$ cat src/rtl/move_checker_pkg.sv
// Shared board encoding, direction deltas and FSM states for the move checker.
// Addresses follow the row-major layout addr = y*BOARD_DIM + x.
package move_checker_pkg;

  localparam int BOARD_DIM = 8;
  localparam int ADDR_W    = 6;

  localparam logic [1:0] EMPTY = 2'b00;
  localparam logic [1:0] BLACK = 2'b01;
  localparam logic [1:0] WHITE = 2'b10;

  localparam logic [2:0] DIR_N  = 3'd0;
  localparam logic [2:0] DIR_NW = 3'd7;

  // Index order N, NE, E, SE, S, SW, W, NW; north is decreasing y.
  localparam logic signed [3:0] DX [8] = '{4'sd0, 4'sd1, 4'sd1, 4'sd1, 4'sd0, -4'sd1, -4'sd1, -4'sd1};
  localparam logic signed [3:0] DY [8] = '{-4'sd1, -4'sd1, 4'sd0, 4'sd1, 4'sd1, 4'sd1, 4'sd0, -4'sd1};

  typedef enum logic [3:0] {
    S_IDLE, S_C_CUR, S_C_CUR_EV, S_C_REQ, S_C_EVAL, S_F_DIR, S_F_REQ, S_F_EVAL, S_DONE
  } state_e;

  function automatic logic [ADDR_W-1:0] cell_addr(input logic [2:0] x, input logic [2:0] y);
    return ADDR_W'(int'(y) * BOARD_DIM + int'(x));
  endfunction

  function automatic logic [2:0] lowest_set(input logic [7:0] m);
    logic [2:0] idx;
    idx = 3'd0;
    for (int i = 7; i >= 0; i--) begin
      if (m[i]) idx = 3'(i);
    end
    return idx;
  endfunction

endpackage

$ cat src/rtl/move_checker_dir_step.sv
// One step from (x,y) along a direction; shared by the check and flip walks.
module move_checker_dir_step
  import move_checker_pkg::*;
(
  input  logic [2:0]        x_i,
  input  logic [2:0]        y_i,
  input  logic [2:0]        dir_i,
  output logic [2:0]        nx_o,
  output logic [2:0]        ny_o,
  output logic              in_bounds_o,
  output logic [ADDR_W-1:0] addr_o
);

  logic signed [3:0] sx, sy;

  // Stepping past 7 wraps to -8, which the sign test rejects as well.
  assign sx = $signed({1'b0, x_i}) + DX[dir_i];
  assign sy = $signed({1'b0, y_i}) + DY[dir_i];

  assign in_bounds_o = (int'(sx) >= 0) && (int'(sx) < BOARD_DIM) &&
                       (int'(sy) >= 0) && (int'(sy) < BOARD_DIM);
  assign nx_o   = sx[2:0];
  assign ny_o   = sy[2:0];
  assign addr_o = cell_addr(nx_o, ny_o);

endmodule

$ cat config.mk
export PLATFORM = sky130hd
export DESIGN_NAME = move_checker_dir_step
export DESIGN_NICKNAME = d
export VERILOG_FILES = /design/src/rtl/move_checker_pkg.sv /design/src/rtl/move_checker_dir_step.sv
export SDC_FILE = /design/constraint.sdc
export NUM_CORES = 1
export LEC_CHECK = 0
export CAP_MARGIN = 20
export CELL_PAD_IN_SITES_DETAIL_PLACEMENT = 1
export CELL_PAD_IN_SITES_GLOBAL_PLACEMENT = 2
export CORE_MARGIN = 4
export CORE_UTILIZATION = 16
export DETAILED_ROUTE_END_ITERATION = 7
export PLACE_DENSITY_LB_ADDON = 0.1
export SYNTH_ARGS = -nofsm -noshare
export SYNTH_HDL_FRONTEND = slang
export SYNTH_SLANG_ARGS = --single-unit
$ cat constraint.sdc
create_clock -name vclk -period 2
set_input_delay 0.3 -clock vclk [all_inputs]
set_output_delay 0.3 -clock vclk [all_outputs]
set_load 0.02 [all_outputs]
# After elaboration in Yosys (flattened, before gate mapping)
# Memory sizes are Yosys's and may differ from the RTL's.
# Index checks and enable logic that the tools add are counted.
dict set report totals {
  input_bits 9
  memories 2
  out_inout_bits 13
  rom_bits 64
  regBits 0
}
dict set report op_classes {
  n_bitwise 1
  n_lt_le_gt_ge 5
  n_reduce_logical 3
  add_sub_neg 3
  n_mux 4
}
# name words width rd rd_clocked_by_memory_dff wr line
set memory_table {}
lappend memory_table {{(name not given)} 8 4 1 0 0 move_checker_dir_step.sv:18} ;# assign sy = $signed({1'b0, y_i}) + DY[dir_i];
lappend memory_table {{(name not given)} 8 4 1 0 0 move_checker_dir_step.sv:17} ;# assign sx = $signed({1'b0, x_i}) + DX[dir_i];
# cell n
set ops {}
lappend ops {{$mux W4} 4}
lappend ops {{$lt A4 B5 Y1 const B} 2}
lappend ops {{$add A4 B4 Y4} 2}
lappend ops {{$ge A4 B1 Y1 const B} 2}
lappend ops {{$add A6 B3 Y6} 1}
lappend ops {{$ge A4 B4 Y1 const B} 1}
lappend ops {{$not A3 Y4} 1}
lappend ops {{$logic_and A1 B1 Y1} 3}

# Logic depth before layout (Yosys ltp)
dict set report logic_depth {
  depth_word 9
  mapped_depth 7
}

# Worst setup path after synthesis
# OpenSTA, ideal clock, no wires.
dict set report synth_timing {
  path_kind {input to output}
  start {in dir_i[0]}
  end {out nx_o[2]}
  cell_stages 6
  arrival_ns 1.891
  slack_ns -0.191
  cell_sequence {or2_2 > ha_1 > ha_1 > or4_1 > nand4_1 > buf_4}
}
dict set report synth_via {
  elab_chain_cells 5
}
# item line
set synth_lines {}
lappend synth_lines {{start, declared} move_checker_dir_step.sv:7} ;# input logic [2:0] dir_i,
lappend synth_lines {{$not A3 Y4 (implied by the code)} move_checker_dir_step.sv:17}
lappend synth_lines {{$mem_v2 Z8 W4} -}
lappend synth_lines {{$mux W4 (implied by the code) (2 in series)} move_checker_dir_step.sv:17}
lappend synth_lines {{$add A4 B4 Y4} move_checker_dir_step.sv:17}
lappend synth_lines {{end, declared} move_checker_dir_step.sv:8} ;# output logic [2:0] nx_o,
# Every way passes these cells. The select of a mux whose other input is x is not followed.

# Worst setup path in the final report
dict set report layout_timing {
  start {in dir_i[0]}
  end {out in_bounds_o}
}
dict set report layout_via {
  elab_chain_cells 9
  elab_cells_between_ends 16
  cone_classes {2 x add/sub; 4 x order compare; 4 x mux; 1 x bitwise; 3 x reduce/logical; 2 x memory}
}
# item line
set layout_lines {}
lappend layout_lines {{$not A3 Y4 (implied by the code) *} {move_checker_dir_step.sv:17, move_checker_dir_step.sv:18}}
lappend layout_lines {{$mem_v2 Z8 W4} -}
lappend layout_lines {{$mux W4 (implied by the code) (2 in series)} move_checker_dir_step.sv:17}
lappend layout_lines {{$add A4 B4 Y4} move_checker_dir_step.sv:17}
lappend layout_lines {{$lt A4 B5 Y1 or $ge A4 B1 Y1 (tied branches)} move_checker_dir_step.sv:20} ;# assign in_bounds_o = (int'(sx) >= 0) && (int'(sx) < BOARD_DIM) &&
lappend layout_lines {{$logic_and A1 B1 Y1 (2 in series)} move_checker_dir_step.sv:20}
lappend layout_lines {{$logic_and A1 B1 Y1 *} move_checker_dir_step.sv:21} ;# (int'(sy) >= 0) && (int'(sy) < BOARD_DIM);
lappend layout_lines {{end, declared} move_checker_dir_step.sv:10} ;# output logic in_bounds_o,
# Mark *: on every way between the ends. The rest lies on a longest branch, timed or not. The select of a mux whose other input is x is not followed.

==> results.json <==
{
  "period_minus_slack_ns": 2.115,
  "cp_data_required_time_ns": 1.70,
  "gp_congestion": 0.6711,
  "whs_ns": 1.128,
  "fin_ws_ns": -0.1151,
  "hold_viol": 0,
  "top_layer": "met4",
  "area_growth_pct": 151.3,
  "max_freq_ghz": 0.4728,
  "drc_errors": 0,
  "drv_slew": 0,
  "final_cell_mix": "18 x buf_4, 6 x buf_6, 6 x clkdlybuf4s50_1, 4 x ha_4, 4 x dlygate4sd2_1",
  "drive_gt1_share_pct": 63.77,
  "final_common_cell": "buf_4",
  "tightest_slew_ns": 0.2585,
  "critPathArrivalTime_ns": 1.82,
  "critical_path_peak_fanout": 3,
  "crit_type": "input port to primary output",
  "power_density_mw_per_mm2": 376.0,
  "path_delay_family": "simple AND/OR/NAND/NOR gates",
  "finalSetupViolations": 3,
  "wire_per_inst_um": 12.11,
  "ios": 22,
  "nFillCells": 209,
  "hp-start": "dir_i[2]",
  "instances_no_fill": 94,
  "ys_seq_area_share_pct": 0,
  "drv_cap": 0,
  "ant_nets": 0,
  "seq_cells": 0,
  "die_x_um": 51.14,
  "end_kind": "primary output",
  "worst_hold_path.endpoint": "nx_o[2]",
  "die_y_um": 51.14,
  "initial_core_util_pct": 17.06,
  "wl_met1_um": 480,
  "tns_ns": -0.2228,
  "slowest_delay_ns": 0.28,
  "worst_setup_path_start_kind": "input port",
  "rsz0062_at_grt": "yes",
  "antenna_cells": 0,
  "grt_first_pass_wirelength_um": 2021,
  "avgSynthCellArea_um2": 8.048,
  "path_cells": "buf_6 > and3_4 > or2_4 > ha_4 > a21oi_4 > a211oi_4 > nor4_4 > buf_4",
  "dp_hpwl_um": 952.1,
  "wl_um": 1138,
  "violations": "negative setup slack",
  "wl_met3_um": 49,
  "first_iter_violations": 0,
  "via_per_inst": 4.191,
  "syn_inst": 37,
  "min_path_cells": 5,
  "leakagePower_nw": 0.3401,
  "dp.cells": 91,
  "core_area_mm2": 0.001745,
  "grt_overflow": 0,
  "fin_crit_sh_pct": 105.8,
  "yosys_warnings": 0,
  "post_dp_cell_area_um2": 654.4,
  "seqCellArea_um2": 0,
  "port_buffers": 22,
  "dieArea_mm2": 0.002615,
  "fin_nets": 86,
  "outcome": "complete, but fails checks",
  "pre_cts_ws_ns": -1.032,
  "clock_buffers": 0,
  "grt_util_all_layers_pct": 9.648,
  "netlist_area_um2": 297.8,
  "postCtsHoldBufs": 0,
  "ir_drop_mv": 0.1410,
  "antenna_found_initial": 0,
  "met2_length_um": 585,
  "dr_total_vias": 394,
  "grt_pass1_vias": 472,
  "path_buf_inv": 2,
  "hold_class": "input port to primary output",
  "synthesis.nets": 52,
  "relSlewSlack_pct": 82.61,
  "final_area_um2": 748.2,
  "yosysUniqueCellTypes": 22,
  "cp_slowest_cell": "or2_4",
  "num_rows": 15,
  "grt_max_degree": 6,
  "first_pass_iters": 1
}
==> what timing repair did <==
action | 4_1_cts | 5_1_grt
hold endpoints to repair | 0 | 0
setup buffers | 3 | 1
gates resized for setup | 65 | 6
endpoints found under the setup margin | 13 | 8
pin swaps | 16 | 9
==> worst max path at each step <==
stage | from | endpoint | slack [ns] | depth (start not counted)
2_1_floorplan | dir_i[0] | nx_o[2] | -0.06 | 6
3_3_place_gp | dir_i[1] | in_bounds_o | -0.96 | 9
3_5_place_dp | dir_i[1] | in_bounds_o | -1.03 | 9
4_1_cts | dir_i[1] | in_bounds_o | -0.12 | 8
5_1_grt | dir_i[0] | in_bounds_o | -0.16 | 8
6_report | dir_i[0] | in_bounds_o | -0.12 | 8
==> metal layers <==
layer | vias to the layer above | global-route usage, %
met1 | 184 | 11.67
li1 | 193 | -
met3 | 2 | 0.5831
met4 | 0 | 2.242
met2 | 15 | 18.24
met5 | - | 0
==> Yosys cell counts (all sizes together) <==
library cell / number / area, um2
o21ai: 2 / 13.76
nor2b: 1 / 6.260
ha: 5 / 62.56
or2: 2 / 12.51
o211a: 1 / 10.01
a21oi: 1 / 5.000
and3: 1 / 11.26
fa: 1 / 20.02
inv: 4 / 15.01
buf: 6 / 45.04
and4: 1 / 8.760
a211oi: 1 / 7.510
xnor2: 2 / 17.52
nand3b: 1 / 7.510
or4: 1 / 7.510
nand4: 2 / 12.51
or2b: 1 / 7.510
nor4: 2 / 18.77
nand3: 1 / 5.000
nor2: 1 / 3.750
==> worst min-delay path, cell delays in order <==
cell,delay [ns]
buf_6,0.07
buf_4,0.11
nand4_1,0.07
nand4_1,0.12
buf_4,0.15
==> layout make-up <==
class / instances / area (um2) / area share [%]
Inverter: 4 / 15.01 / 2.007
Multi-Input combinational cell: 27 / 369.1 / 49.33
Tap cell: 25 / 31.28 / 4.181
Timing Repair Buffer: 38 / 332.8 / 44.48
==> through the flow <==
stage | utilization [%] | power, mW
after floorplan | - | 0.1582
after global placement | 37.49 | 0.2601
after detailed placement | 37.49 | 0.2689
after CTS | 41.36 | 0.2780
after global routing | 42.87 | 0.3029
final | 42.87 | 0.2813
==> kinds of logic after synthesis <==
| logic type | after synthesis | share of synthesized area [%] |
|---|---|---|
| simple gates | 14 | 34.03 |
| xor+xnor | 2 | 5.883 |
| buf+inv | 10 | 20.17 |
| fa+ha+maj | 6 | 27.73 |
| compound gates | 5 | 12.18 |
==> power breakdown <==
| part | switching [mW] | internal [mW] |
|---|---|---|
| Combinational | 0.137 | 0.144 |
| Sequential | 0 | 0 |
| Clock | 0 | 0 |
| Total | 0.137 | 0.144 |
(Power assumes the default switching activity.)
